<file path="src/rtl/object_pattern_streamer_if.sv">
// ---------------------------------------------------------------------------
// object_pattern_streamer_if
//
// Purpose: carries one object descriptor from the pattern streamer to the
// collider/runtime blocks, together with the four-phase spawn handshake.
//
// Signals:
//   object_movement_direction  3   movement direction code
//   object_pos_x / object_pos_y 10  spawn position
//   object_w / object_h        10  object size
//   object_speed               5   speed code
//   object_destroy_time        8   lifetime
//   object_destroy_trigger     2   destroy condition code
//   sync_object_position       1   active-low "descriptor valid" (1 = idle)
//   update_object_position     1   runtime ack, high = descriptor captured
//
// Modports:
//   master - the streamer (drives descriptor and sync, receives ack)
//   slave  - a runtime consumer (receives descriptor and sync, drives ack)
// ---------------------------------------------------------------------------
interface object_pattern_streamer_if;
    logic [2:0] object_movement_direction;
    logic [9:0] object_pos_x;
    logic [9:0] object_pos_y;
    logic [9:0] object_w;
    logic [9:0] object_h;
    logic [4:0] object_speed;
    logic [7:0] object_destroy_time;
    logic [1:0] object_destroy_trigger;
    logic       sync_object_position;
    logic       update_object_position;

    modport master (
        output object_movement_direction,
        output object_pos_x,
        output object_pos_y,
        output object_w,
        output object_h,
        output object_speed,
        output object_destroy_time,
        output object_destroy_trigger,
        output sync_object_position,
        input  update_object_position
    );

    modport slave (
        input  object_movement_direction,
        input  object_pos_x,
        input  object_pos_y,
        input  object_w,
        input  object_h,
        input  object_speed,
        input  object_destroy_time,
        input  object_destroy_trigger,
        input  sync_object_position,
        output update_object_position
    );
endinterface

</file>
<file path="src/rtl/object_pattern_streamer.sv">
// ---------------------------------------------------------------------------
// object_pattern_streamer
//
// Purpose: transmitter side of the object-spawn handshake. Walks a stage
// pattern table entry by entry; each entry waits its own delay (counted in
// centisecond ticks), is then presented on object_bus with
// sync_object_position low, and is held until the runtime acknowledges it
// with a full four-phase handshake.
//
// Parameters:
//   PATTERN_LEN  number of table entries (2..1024), last index PATTERN_LEN-1
//   ADDR_W       width of pattern_addr, 2**ADDR_W >= PATTERN_LEN
//
// Ports:
//   clk_calculation    in   sole clock, everything on the rising edge
//   reset              in   synchronous active-high reset
//   is_reset_stage     in   synchronous stage restart, same effect as reset
//   start              in   1-cycle pulse, starts from entry 0 when IDLE/DONE
//   tick_centi_second  in   1-cycle enable every 10 ms
//   pattern_addr       out  table read address
//   pattern_data       in   table word, valid one cycle after pattern_addr
//   object_bus         master side of object_pattern_streamer_if
//   stream_busy        out  high in every state other than IDLE/DONE
//   stream_done        out  high in DONE
//
// Table word layout [65:0]:
//   delay[65:58] dir[57:55] x[54:45] y[44:35] w[34:25] h[24:15]
//   speed[14:10] destroy_time[9:2] trigger[1:0]
//
// Configuration macro:
//   OBJECT_STREAM_LOOP_EN  when defined, the stream wraps from the last entry
//                          back to entry 0 forever and DONE is never reached.
// ---------------------------------------------------------------------------
module object_pattern_streamer #(
    parameter int PATTERN_LEN = 16,
    parameter int ADDR_W      = 10
) (
    input  logic                      clk_calculation,
    input  logic                      reset,
    input  logic                      is_reset_stage,
    input  logic                      start,
    input  logic                      tick_centi_second,
    output logic [ADDR_W-1:0]         pattern_addr,
    input  logic [65:0]               pattern_data,
    object_pattern_streamer_if.master object_bus,
    output logic                      stream_busy,
    output logic                      stream_done
);

    localparam logic [ADDR_W-1:0] LAST_INDEX = ADDR_W'(PATTERN_LEN - 1);

    typedef enum logic [2:0] {
        S_IDLE,
        S_FETCH,
        S_LOAD,
        S_DELAY,
        S_PRESENT,
        S_RELEASE,
        S_DONE
    } state_t;

    state_t     state;
    logic [7:0] delay_count;
    logic       ack_low_seen;

    // pattern_addr doubles as the entry index: it is only ever changed on the
    // way into FETCH, so the table word arriving in LOAD always belongs to
    // the entry being processed.
    //
    // ack_low_seen guards against a stale ack: the runtime may still hold
    // update_object_position high from an earlier transfer when a new
    // descriptor is presented. The ack is only honoured once it has been
    // observed low at or after the edge that presented the descriptor.
    always_ff @(posedge clk_calculation) begin
        if (reset || is_reset_stage) begin
            state                                <= S_IDLE;
            pattern_addr                         <= '0;
            delay_count                          <= '0;
            ack_low_seen                         <= 1'b0;
            object_bus.object_movement_direction <= '0;
            object_bus.object_pos_x              <= '0;
            object_bus.object_pos_y              <= '0;
            object_bus.object_w                  <= '0;
            object_bus.object_h                  <= '0;
            object_bus.object_speed              <= '0;
            object_bus.object_destroy_time       <= '0;
            object_bus.object_destroy_trigger    <= '0;
            object_bus.sync_object_position      <= 1'b1;
            stream_busy                          <= 1'b0;
            stream_done                          <= 1'b0;
        end else begin
            case (state)
                S_IDLE, S_DONE: begin
                    if (start) begin
                        pattern_addr <= '0;
                        state        <= S_FETCH;
                        stream_busy  <= 1'b1;
                        stream_done  <= 1'b0;
                    end
                end

                // Address is already on the bus; give the table one cycle.
                S_FETCH: begin
                    state <= S_LOAD;
                end

                S_LOAD: begin
                    delay_count                          <= pattern_data[65:58];
                    object_bus.object_movement_direction <= pattern_data[57:55];
                    object_bus.object_pos_x              <= pattern_data[54:45];
                    object_bus.object_pos_y              <= pattern_data[44:35];
                    object_bus.object_w                  <= pattern_data[34:25];
                    object_bus.object_h                  <= pattern_data[24:15];
                    object_bus.object_speed              <= pattern_data[14:10];
                    object_bus.object_destroy_time       <= pattern_data[9:2];
                    object_bus.object_destroy_trigger    <= pattern_data[1:0];
                    state                                <= S_DELAY;
                end

                // A zero count leaves without consuming a tick, so a tick on
                // the same edge is simply dropped.
                S_DELAY: begin
                    if (delay_count == 8'd0) begin
                        state                           <= S_PRESENT;
                        object_bus.sync_object_position <= 1'b0;
                        ack_low_seen                    <= !object_bus.update_object_position;
                    end else if (tick_centi_second) begin
                        delay_count <= delay_count - 8'd1;
                    end
                end

                S_PRESENT: begin
                    if (!object_bus.update_object_position) begin
                        ack_low_seen <= 1'b1;
                    end else if (ack_low_seen) begin
                        state                           <= S_RELEASE;
                        object_bus.sync_object_position <= 1'b1;
                    end
                end

                // Four-phase: the next entry is not fetched until the
                // runtime has dropped its ack.
                S_RELEASE: begin
                    if (!object_bus.update_object_position) begin
                        if (pattern_addr == LAST_INDEX) begin
`ifdef OBJECT_STREAM_LOOP_EN
                            pattern_addr <= '0;
                            state        <= S_FETCH;
`else
                            state        <= S_DONE;
                            stream_busy  <= 1'b0;
                            stream_done  <= 1'b1;
`endif
                        end else begin
                            pattern_addr <= pattern_addr + ADDR_W'(1);
                            state        <= S_FETCH;
                        end
                    end
                end

                default: begin
                    state <= S_IDLE;
                end
            endcase
        end
    end

endmodule

</file>
<file path="src/flat_wrapper.sv">
// flat-port wrapper written by rule: the top's interface ports become plain ports
module object_pattern_streamer_flat 
#(
    parameter int PATTERN_LEN = 16,
    parameter int ADDR_W      = 10
)
  (clk_calculation, reset, is_reset_stage, start, tick_centi_second, pattern_addr, pattern_data, stream_busy, stream_done, object_bus_object_movement_direction, object_bus_object_pos_x, object_bus_object_pos_y, object_bus_object_w, object_bus_object_h, object_bus_object_speed, object_bus_object_destroy_time, object_bus_object_destroy_trigger, object_bus_sync_object_position, object_bus_update_object_position);
  object_pattern_streamer_if object_bus_i ();
  input  logic clk_calculation;
  input  logic reset;
  input  logic is_reset_stage;
  input  logic start;
  input  logic tick_centi_second;
  output logic [ADDR_W-1:0] pattern_addr;
  input  logic [65:0] pattern_data;
  output logic stream_busy;
  output logic stream_done;
  output wire logic [$bits(object_bus_i.object_movement_direction)-1:0] object_bus_object_movement_direction;
  output wire logic [$bits(object_bus_i.object_pos_x)-1:0] object_bus_object_pos_x;
  output wire logic [$bits(object_bus_i.object_pos_y)-1:0] object_bus_object_pos_y;
  output wire logic [$bits(object_bus_i.object_w)-1:0] object_bus_object_w;
  output wire logic [$bits(object_bus_i.object_h)-1:0] object_bus_object_h;
  output wire logic [$bits(object_bus_i.object_speed)-1:0] object_bus_object_speed;
  output wire logic [$bits(object_bus_i.object_destroy_time)-1:0] object_bus_object_destroy_time;
  output wire logic [$bits(object_bus_i.object_destroy_trigger)-1:0] object_bus_object_destroy_trigger;
  output wire logic [$bits(object_bus_i.sync_object_position)-1:0] object_bus_sync_object_position;
  input wire logic [$bits(object_bus_i.update_object_position)-1:0] object_bus_update_object_position;
  assign object_bus_object_movement_direction = object_bus_i.object_movement_direction;
  assign object_bus_object_pos_x = object_bus_i.object_pos_x;
  assign object_bus_object_pos_y = object_bus_i.object_pos_y;
  assign object_bus_object_w = object_bus_i.object_w;
  assign object_bus_object_h = object_bus_i.object_h;
  assign object_bus_object_speed = object_bus_i.object_speed;
  assign object_bus_object_destroy_time = object_bus_i.object_destroy_time;
  assign object_bus_object_destroy_trigger = object_bus_i.object_destroy_trigger;
  assign object_bus_sync_object_position = object_bus_i.sync_object_position;
  assign object_bus_i.update_object_position = object_bus_update_object_position;
  object_pattern_streamer #(.PATTERN_LEN(PATTERN_LEN), .ADDR_W(ADDR_W)) u_core (.clk_calculation(clk_calculation), .reset(reset), .is_reset_stage(is_reset_stage), .start(start), .tick_centi_second(tick_centi_second), .pattern_addr(pattern_addr), .pattern_data(pattern_data), .object_bus(object_bus_i), .stream_busy(stream_busy), .stream_done(stream_done));
endmodule
</file>
<file path="config.mk">
export PLATFORM = sky130hd
export DESIGN_NAME = object_pattern_streamer_flat
export DESIGN_NICKNAME = d
export VERILOG_FILES = /design/src/rtl/object_pattern_streamer_if.sv /design/src/rtl/object_pattern_streamer.sv /design/src/flat_wrapper.sv
export SDC_FILE = /design/constraint.sdc
export NUM_CORES = 1
export LEC_CHECK = 0
export CORE_MARGIN = 2
export CORE_UTILIZATION = 25
export CTS_BUF_LIST = sky130_fd_sc_hd__clkbuf_8
export CTS_CLUSTER_DIAMETER = 200
export CTS_CLUSTER_SIZE = 28
export DETAILED_ROUTE_END_ITERATION = 10
export HOLD_SLACK_MARGIN = 0.02
export PLACE_DENSITY = 0.57
export SLEW_MARGIN = 20
export SYNTH_ARGS = -nofsm -noshare
export SYNTH_HDL_FRONTEND = slang
export SYNTH_SLANG_ARGS = --single-unit
</file>
<file path="constraint.sdc">
create_clock -name clk_calculation -period 3.5 [get_ports clk_calculation]
set_input_delay 0.875 -clock clk_calculation [delete_from_list [all_inputs] [get_ports clk_calculation]]
set_output_delay 0.875 -clock clk_calculation [all_outputs]
set_load 0.05 [all_outputs]
</file>
==> results of run 1 <==
[final cells by class]
class	instances	area share
Antenna cell	1	0.000468
Clock buffer	10	0.0257
Clock inverter	6	0.0122
Inverter	4	0.00281
Multi-Input combinational cell	330	0.331
Sequential cell	83	0.311
Tap cell	180	0.0421
Timing Repair Buffer	149	0.275
[placed cells by master (no fill, tap or decap), types with 3 or more instances in the layout]
cell type                         synthesis  routed
sky130_fd_sc_hd__nand3_1                  5       5
sky130_fd_sc_hd__inv_1                    4       4
sky130_fd_sc_hd__nor2_1                  11      10
sky130_fd_sc_hd__buf_4                    0       7
sky130_fd_sc_hd__and3_1                   3       3
sky130_fd_sc_hd__ha_1                     3       3
sky130_fd_sc_hd__nand4_1                  3       3
sky130_fd_sc_hd__o31ai_1                  4       4
sky130_fd_sc_hd__nand2_1                134     133
sky130_fd_sc_hd__nand3b_1                 4       4
sky130_fd_sc_hd__dfxtp_1                 83      83
sky130_fd_sc_hd__nor3_1                   3       3
sky130_fd_sc_hd__a21boi_1                 3       3
sky130_fd_sc_hd__clkdlybuf4s50_1          0     142
sky130_fd_sc_hd__nor2b_1                  3       3
sky130_fd_sc_hd__a21oi_1                 76      76
sky130_fd_sc_hd__mux2i_1                  4       4
sky130_fd_sc_hd__clkbuf_8                 0      10
sky130_fd_sc_hd__nand2b_1                 9       9
sky130_fd_sc_hd__and2_1                   4       4
sky130_fd_sc_hd__o21ai_0                 15      15
sky130_fd_sc_hd__or4_1                    5       5
[report_power, final]
group          leakage (nW)  switching, mW  total [mW]  internal, mW
Combinational          1.00          0.130       0.250         0.120
Clock                 0.102          0.364       0.713         0.349
Sequential            0.670        0.00968       0.966         0.956
[cell families (layout without fill, tap and decap cells)]
kind of cell / count (synthesis) / count (layout)
AOI/OAI and AO/OA: 118 / 118
xor gates and xnor gates: 2 / 2
adders and majority gates: 3 / 3
buffers and inverters: 32 / 169
DFF: 83 / 83
muxes: 6 / 6
other: 0 / 1
and+or+nand+nor: 201 / 201
[Yosys cell counts, types with 2 or more instances]
master,number
sky130_fd_sc_hd__nand3_1,5
sky130_fd_sc_hd__clkbuf_1,17
sky130_fd_sc_hd__nor2_1,11
sky130_fd_sc_hd__nand2b_1,9
sky130_fd_sc_hd__inv_1,4
sky130_fd_sc_hd__and2_1,4
sky130_fd_sc_hd__or4b_1,2
sky130_fd_sc_hd__mux2_2,2
sky130_fd_sc_hd__nor4_1,2
sky130_fd_sc_hd__o21ai_0,15
sky130_fd_sc_hd__nor3_1,3
sky130_fd_sc_hd__a32o_1,2
sky130_fd_sc_hd__nand2_1,134
sky130_fd_sc_hd__a21oi_1,76
sky130_fd_sc_hd__a21boi_1,3
sky130_fd_sc_hd__nor2b_1,3
sky130_fd_sc_hd__dfxtp_1,83
sky130_fd_sc_hd__mux2i_1,4
sky130_fd_sc_hd__and3b_1,2
sky130_fd_sc_hd__nand3b_1,4
sky130_fd_sc_hd__or4_1,5
sky130_fd_sc_hd__nand4_1,3
sky130_fd_sc_hd__a21o_1,2
sky130_fd_sc_hd__ha_1,3
sky130_fd_sc_hd__o41ai_1,2
sky130_fd_sc_hd__o31ai_1,4
sky130_fd_sc_hd__and3_1,3
sky130_fd_sc_hd__buf_2,10
[metal layers]
| layer | vias up | part of all wire | global-route usage |
|---|---|---|---|
| met4 | 0 | 0.027 | 0.0739 |
| met3 | 15 | 0.074 | 0.0374 |
| li1 | 1795 | - | - |
| met1 | 1625 | 0.44 | 0.171 |
| met2 | 121 | 0.46 | 0.208 |
| met5 | - | 0 | 0 |
[stage by stage]
stage / instances / util
finish: 763 / 0.385
global route: 762 / 0.385
CTS: 762 / 0.385
detailed placement: 746 / 0.371
global placement: 746 / 0.371
floorplan: 445 / -
[path summary, 6_finish.rpt]
path	end	cells after the start
worst min-delay path	u_core.object_bus.object_h[2]	2
worst max-delay path	pattern_addr[2]	1
worst min register to register	u_core.object_bus.object_h[2]	2
worst max register to register	u_core.object_bus.object_w[4]	5
[state kept, by name (all words and copies together) (netlist names), 2 cells and up]
| signal | count |
|---|---|
| u_core.object_bus.object_h | 10 |
| u_core.object_bus.object_pos_x | 10 |
| u_core.delay_count | 8 |
| u_core.state | 3 |
| u_core.object_bus.object_destroy_time | 8 |
| u_core.object_bus.object_pos_y | 10 |
| u_core.object_bus.object_w | 10 |
| u_core.pattern_addr | 10 |
| u_core.object_bus.object_destroy_trigger | 2 |
| u_core.object_bus.object_movement_direction | 3 |
| u_core.object_bus.object_speed | 5 |
==> impl_results.md, run 1 <==
* Start-to-end type of the worst setup path: reg2out
* Routed Antenna Nets at 0
* Buffers inserted during post-CTS setup optimization at 0
* Average wire per standard cell at 13.5 um
* Worst min-delay path class: reg2reg
* Ys Warns at 0
* Layout-stage area growth over the synthesis result at 50.6%
* XOR/XNOR Fraction of Synth Area at 0.00704
* Cell family contributing the most delay on the critical path: buffers and inverters
* Hold buffers post-CTS at 0
* Yosys top cell by area: sky130_fd_sc_hd__dfxtp_1
* Final worst-path cycle share at 0.731
* Final-report max-slew violation count at 0
* Crit path launch: u_core.pattern_addr[2]
* Area taken by flip-flops and latches at 1660 sq um
* Outcome: finished clean
* Setup ws final at 0.943 ns
* Area of the die at 15200 sq um
* Clock period minus worst slack at 2.56 ns
* Launch instance of the worst min-delay path: u_core.object_bus.object_h[2]
* Post-synthesis compound-gate area fraction at 0.193
* Area of the multi-input gates at 1770 sq um
* DR DRC count at 0
* First-pass GRT wire length at 16.0 mm
* Tightest Pin Transition at 0.790 ns
* CP Data Arrival Time at 1.68 ns
* Ranking of synthesized cells by area: sky130_fd_sc_hd__dfxtp_1 47%, sky130_fd_sc_hd__nand2_1 14%, sky130_fd_sc_hd__a21oi_1 11%
* Cells after synthesis at 445
* Cell area power density at 360 nW/um^2
* Final hold viol count at 0
* Cell at the root of the clock tree: sky130_fd_sc_hd__clkbuf_8
* Final Total Pwr at 1.93 mW
* Global routing usage summed across all routing layers at 0.135
* Share of final-layout standard cells stronger than drive strength 1 at 0.0601
* Number of DRC markers after the initial detailed-route iteration at 148
* Largest net degree at the start of global routing at 41
* CTS Sinks at 83
* Initial Utilization at 0.256
* Routability congestion estimate from global placement at 0.817
* Sequential-to-total area share from yosys stat at 0.468
* Synth Area in Simple Gates at 0.267
* Clock tree from TritonCTS: done
* Post-route cell area at 5350 sq um
* Core ar. at 13900 sq um
* Lkg Pwr at 1.77 nW
* Fin Clk Skew at 0.0121 ns
* Count of unique library cells instantiated by Yosys at 56
* RR Startpoint: u_core.state[1]
* Via count of the first global-routing pass at 3302
* Number of core rows at 43
* Type of destination of the critical path: output port
* Die extent in x at 123 um
* Number of H-tree levels at 3
* Via-per-instance ratio at 4.66
* Reg-to-reg setup timing slack at 1.35 ns
* Filler Cells Inserted at 1445
* Adder-cell share of the synthesized area at 0.0106
* Die height at 123 um
* Buffers & Inverters on Critical Path at 1
* Overflow left after global routing at 0
* Setup_tns at 0 ns
* Element type at the critical path start: register
* Antenna violations before repair at 1
* EDFF count, synth at 0
* Number of buffers added on ports at 142
* # IOs at 143
* Area fraction of the dominant cell type after synthesis at 0.468
* Highest clock frequency the design can meet at 391 MHz
* Critical path fanouts, max at 8
* Setup slack at placement at 0.760 ns
* Cell with the largest stage delay on the worst path: sky130_fd_sc_hd__clkdlybuf4s50_1
* Dominant combinational cell family by area after synthesis: simple AND/OR/NAND/NOR gates
* RSZ-0062 raised after global routing: false
* DR vias at 3556
* Count of state elements after synthesis at 83
* Number of gates resized after CTS at 0
* Post-synthesis instance area at 3550 sq um
* Final-stage net count at 652
* Final-layout worst hold slack at 0.457 ns
* Cell Chain, Critical Path: clkdlybuf4s50_1
* Clock slew seen by the registers of the worst setup and hold paths at 0.08 ns
* Crit path required time at 2.62 ns
* Net Count, Synth at 520
* Worst-Skew Late Latency at 0.37 ns
* Setup-failing EPs final at 0
* Count of max-cap constraint violations at 0
* Maximum clock path buffer count at 2
* Post-DP Area at 5140 sq um
* Maximum single-stage delay on the critical path at 0.85 ns
* VDD IR-drop max at 0.137 mV
* Pre-Repair DR Iteration Count at 4
* Synthesized area per cell at 7.99 sq um
* Multiplexer share of the synthesized area at 0.0176
* Main flop type after synthesis: sky130_fd_sc_hd__dfxtp_1
* Detailed-route wire length at 10.3 mm
* Number of buffers added by the clock tree synthesis step at 9
* Share of flip-flops with an asynchronous set or reset after synthesis at 0
* Relative slew slack at 0.474
* Final HPWL DP at 7.43 mm
(Power assumes the default switching activity.)
==> inputs of run 2 (changes only) <==
==> constraint.sdc (replaced) <==
create_clock -name clk_calculation -period 2.5 [get_ports clk_calculation]
set_input_delay 0.625 -clock clk_calculation [delete_from_list [all_inputs] [get_ports clk_calculation]]
set_output_delay 0.625 -clock clk_calculation [all_outputs]
set_load 0.05 [all_outputs]
==> run 2 against run 1 <==
  * Total power up 46%
  * Worst hold slack got worse by 0.0015 ns
  * Final cell count is 0.39% higher
  * Count of clock-buffer cells in the layout is 1 higher
  * Clock power is 57% higher
  * Routed wire length grew 1.3%
==> impl_results.md, run 2 (synthesis results as in run 1) <==
* Number of buffers added on ports at 142
* Setup slack at placement at 0.175 ns
* Relative slew slack at 0.588
* Buffers inserted during post-CTS setup optimization at 0
* Critical path fanouts, max at 8
* Final non-filler cell total at 766
* Via-per-instance ratio at 4.59
* Post-DP Area at 5180 sq um
* VDD IR-drop max at 0.242 mV
* Cell at the root of the clock tree: sky130_fd_sc_hd__clkbuf_8
* Clock tree from TritonCTS: done
* Final-stage net count at 657
* Final HPWL DP at 7.44 mm
* Cell Chain, Critical Path: clkdlybuf4s50_1
* CP Data Arrival Time at 1.69 ns
* Die height at 123 um
* Largest net degree at the start of global routing at 59
* Maximum single-stage delay on the critical path at 0.85 ns
* Highest clock frequency the design can meet at 432 MHz
* Initial Utilization at 0.256
* Clock slew seen by the registers of the worst setup and hold paths at 0.08 ns
* Start-to-end type of the worst setup path: reg2out
* # IOs at 143
* Detailed-route wire length at 10.4 mm
* Lkg Pwr at 1.81 nW
* Worst-Skew Late Latency at 0.38 ns
* Cell area power density at 522 nW/um^2
* Tightest Pin Transition at 0.610 ns
* Number of DRC markers after the initial detailed-route iteration at 232
* Buffers & Inverters on Critical Path at 1
* Worst min-delay path class: reg2reg
* RSZ-0062 raised after global routing: false
* Number of core rows at 43
* Placed instance count at 751
* Setup ws final at 0.185 ns
* Global routing usage summed across all routing layers at 0.138
* Post-route cell area at 5410 sq um
* DR DRC count at 0
* Average wire per standard cell at 13.6 um
* Top library cells by usage in the layout, fill and taps aside: 142 x sky130_fd_sc_hd__clkdlybuf4s50_1, 133 x sky130_fd_sc_hd__nand2_1, 83 x sky130_fd_sc_hd__dfxtp_1, 76 x sky130_fd_sc_hd__a21oi_1, 15 x sky130_fd_sc_hd__o21ai_0
* Setup-failing EPs final at 0
* Routed Antenna Nets at 0
* Final-report max-slew violation count at 0
* Area of the die at 15200 sq um
* First-pass GRT wire length at 16.4 mm
* Routability congestion estimate from global placement at 0.825
* DR vias at 3518
* Layout-stage area growth over the synthesis result at 52.2%
* Fin util at 0.390
* Count of max-cap constraint violations at 0
* Fin Clk Skew at 0.00627 ns
* Setup_tns at 0 ns
* Inserted Diodes at 0
* Hold buffers post-CTS at 0
* Crit path required time at 1.88 ns
* Filler Cells Inserted at 1431
* Cell family contributing the most delay on the critical path: buffers and inverters
* Final hold viol count at 0
* Core ar. at 13900 sq um
* Number of buffers added by the clock tree synthesis step at 9
* Overflow left after global routing at 0
* Type of destination of the critical path: output port
* Share of final-layout standard cells stronger than drive strength 1 at 0.0666
* Number of H-tree levels at 3
* Pre-Repair DR Iteration Count at 4
* Via count of the first global-routing pass at 3313
* Die extent in x at 123 um
* Cell with the largest stage delay on the worst path: sky130_fd_sc_hd__clkdlybuf4s50_1
* Final Total Pwr at 2.82 mW
* Element type at the critical path start: register
* Clock period minus worst slack at 2.31 ns
* Commonest non-fill, non-tap cell in the layout: sky130_fd_sc_hd__clkdlybuf4s50_1
* Number of gates resized after CTS at 0
* Final-layout worst hold slack at 0.455 ns
* CTS Sinks at 83
* Antenna violations before repair at 0
* Maximum clock path buffer count at 2
* Outcome: finished clean
* Final worst-path cycle share at 0.926
## run 2: cell count changes in the layout (fill, tap and decap cells not counted), sizes merged
cell	previous run	this run
clkinv	4	2
clkbuf	10	11
bufinv	1	2
buf	7	12
clkinvlp	1	0
diode	1	0
## run 2: area by class of cell
class                           instances  area [sq um]  share of cell area
Multi-Input combinational cell        330          1770               0.327
Tap cell                              180           225              0.0416
Sequential cell                        83          1660               0.307
Inverter                                4          15.0             0.00278
Timing Repair Buffer                  154          1510               0.280
Clock buffer                           11           151              0.0280
Clock inverter                          4          73.8              0.0137
## run 2: report_power, final
group	total, mW	switching, mW	internal [mW]
sequential	1.36	0.0173	1.34
clock	1.12	0.504	0.612
combinational	0.353	0.179	0.174
## run 2: path summary, 6_finish.rpt
kind	slack, ns	end	cells past startpoint	start
worst max-delay path	0.19	pattern_addr[3]	1	u_core.pattern_addr[3]
worst min-delay path	0.46	u_core.object_bus.object_speed[1]	2	u_core.object_bus.object_speed[1]
worst max register to register	0.53	u_core.delay_count[6]	6	u_core.delay_count[0]
worst min register to register	0.46	u_core.object_bus.object_speed[1]	2	u_core.object_bus.object_speed[1]
## run 2: worst reg2reg max path: cells and delay by family, from the launching register on
kind            cells  cell delay [ns]
simple gates        2             0.78
buf+inv             1             0.14
compound gates      1             0.12
mux                 1             0.33
flops               1             0.34
fa+ha+maj           1             0.19
## run 2: metal layers
layer	vias to the layer above	track usage	part of all wire
met4	0	0.0760	0.027
met1	1587	0.170	0.43
met3	17	0.0420	0.077
li1	1804	-	-
met5	-	0	0
met2	110	0.216	0.46
==> inputs of run 3 (changes only) <==
--- a/config.mk
+++ b/config.mk
@@ -11,8 +11,10 @@
 export CTS_CLUSTER_DIAMETER = 200
 export CTS_CLUSTER_SIZE = 28
 export DETAILED_ROUTE_END_ITERATION = 10
+export GPL_TIMING_DRIVEN = 0
 export HOLD_SLACK_MARGIN = 0.02
 export PLACE_DENSITY = 0.57
+export SETUP_SLACK_MARGIN = 0.02
 export SLEW_MARGIN = 20
 export SYNTH_ARGS = -nofsm -noshare
 export SYNTH_HDL_FRONTEND = slang
==> run 3 against run 2 <==
  * Routed wire length grew 4.9%
  * Clock power is essentially flat
  * Worst hold slack gained 0.0025 ns
  * Critical path depth is the same
  * Via count grew 4.1%
  * Non-clock buffer count grew 16
  * Critical path type unchanged
  * Critical endpoint is now pattern_addr[4]
  * Largest cell class unchanged
==> impl_results.md, run 3 (synthesis results as in run 1) <==
* Final Total Pwr at 2.81 mW
* Clock slew seen by the registers of the worst setup and hold paths at 0.08 ns
* Inserted Diodes at 0
* Outcome: finished clean
* CP Data Arrival Time at 1.67 ns
* Largest net degree at the start of global routing at 15
* Antenna violations before repair at 0
* Detailed-route wire length at 10.9 mm
* Number of H-tree levels at 3
* Highest clock frequency the design can meet at 436 MHz
* Core ar. at 13900 sq um
* Via-per-instance ratio at 4.68
* Worst min-delay path class: reg2reg
* Clock period minus worst slack at 2.30 ns
* Layout-stage area growth over the synthesis result at 52.7%
* Final-stage net count at 673
* Via count of the first global-routing pass at 3574
* Cell with the largest stage delay on the worst path: sky130_fd_sc_hd__clkdlybuf4s50_1
* DR vias at 3662
* Lkg Pwr at 1.82 nW
* Area of the die at 15200 sq um
* Tightest Pin Transition at 0.557 ns
* Buffers & Inverters on Critical Path at 1
* # IOs at 143
* Filler Cells Inserted at 1449
* Top library cells by usage in the layout, fill and taps aside: 142 x sky130_fd_sc_hd__clkdlybuf4s50_1, 134 x sky130_fd_sc_hd__nand2_1, 83 x sky130_fd_sc_hd__dfxtp_1, 76 x sky130_fd_sc_hd__a21oi_1, 17 x sky130_fd_sc_hd__clkbuf_1
* Cell Chain, Critical Path: clkdlybuf4s50_1
* Number of DRC markers after the initial detailed-route iteration at 158
* Number of gates resized after CTS at 0
* Relative slew slack at 0.623
* First-pass GRT wire length at 17.2 mm
* Fin Clk Skew at 0.00738 ns
* Element type at the critical path start: register
* Commonest non-fill, non-tap cell in the layout: sky130_fd_sc_hd__clkdlybuf4s50_1
* Routability congestion estimate from global placement at 0.879
* Maximum clock path buffer count at 2
* RSZ-0062 raised after global routing: false
* Setup-failing EPs final at 0
* Final HPWL DP at 8.20 mm
* Final worst-path cycle share at 0.918
* Critical path fanouts, max at 7
* Pre-Repair DR Iteration Count at 4
* Die extent in x at 123 um
* Worst-Skew Late Latency at 0.36 ns
* Setup_tns at 0 ns
* Routed Antenna Nets at 0
* Initial Utilization at 0.256
* Share of final-layout standard cells stronger than drive strength 1 at 0.0580
* VDD IR-drop max at 0.215 mV
* Number of buffers added on ports at 142
* Cell family contributing the most delay on the critical path: buffers and inverters
* Overflow left after global routing at 0
* Final-report max-slew violation count at 0
* Average wire per standard cell at 14.0 um
* Number of buffers added by the clock tree synthesis step at 9
* Final hold viol count at 0
* Count of max-cap constraint violations at 0
* Start-to-end type of the worst setup path: reg2out
* Cell at the root of the clock tree: sky130_fd_sc_hd__clkbuf_8
* Maximum single-stage delay on the critical path at 0.85 ns
* Type of destination of the critical path: output port
* DR DRC count at 0
* Global routing usage summed across all routing layers at 0.144
* Clock tree from TritonCTS: done
* CTS Sinks at 83
* Buffers inserted during post-CTS setup optimization at 0
* Fin util at 0.391
* Die height at 123 um
* Hold buffers post-CTS at 0
* Cell area power density at 517 nW/um^2
* Number of core rows at 43
* Crit path required time at 1.88 ns
run 3: changes by cell type in the layout (fill, tap and decap cells not counted), sizes merged:
cell    delta
clkbuf    +16
buf        -1
inv        +1
clkinv     +1
run 3: routing by layer:
metal	vias to the layer above	global-route usage	part of all wire
met5	-	0	0
met4	0	0.0760	0.029
met3	24	0.0392	0.075
met2	118	0.225	0.46
met1	1680	0.182	0.44
li1	1840	-	-
run 3: final cells by class:
type | instances | area [sq um] | area share
multi-input cells | 330 | 1760 | 0.324
flip-flops and latches | 83 | 1660 | 0.306
repair buffers | 142 | 1420 | 0.262
well taps | 180 | 225 | 0.0415
clock buffers | 10 | 138 | 0.0254
plain buffers | 28 | 118 | 0.0217
clock inverters | 6 | 90.1 | 0.0166
inverters | 4 | 15.0 | 0.00277
run 3: path summary, 6_finish.rpt:
check,startpoint,end,slack [ns],cells after the start
worst max register to register,u_core.delay_count[0],u_core.delay_count[6],0.53,6
worst min register to register,u_core.object_bus.object_destroy_time[2],u_core.object_bus.object_destroy_time[2],0.46,2
worst max-delay path,u_core.pattern_addr[4],pattern_addr[4],0.20,1
worst min-delay path,u_core.object_bus.object_destroy_time[2],u_core.object_bus.object_destroy_time[2],0.46,2
run 3: power by group:
part,internal (mW),switching [mW]
logic,0.171,0.189
registers,1.34,0.0128
clock network,0.591,0.504
total,2.10,0.706
run 3: per-stage QoR:
step	setup slack (ns)	cell area, sq um	std cells	hold WS (ns)
6_report	0.205	5430	783	0.458
4_1_cts	0.183	5430	783	0.458
3_5_place_dp	-0.0823	5200	767	0.446
2_1_floorplan	0.650	3550	445	0.463
3_3_place_gp	-0.0357	5200	767	0.442
5_1_grt	0.128	5430	783	0.480
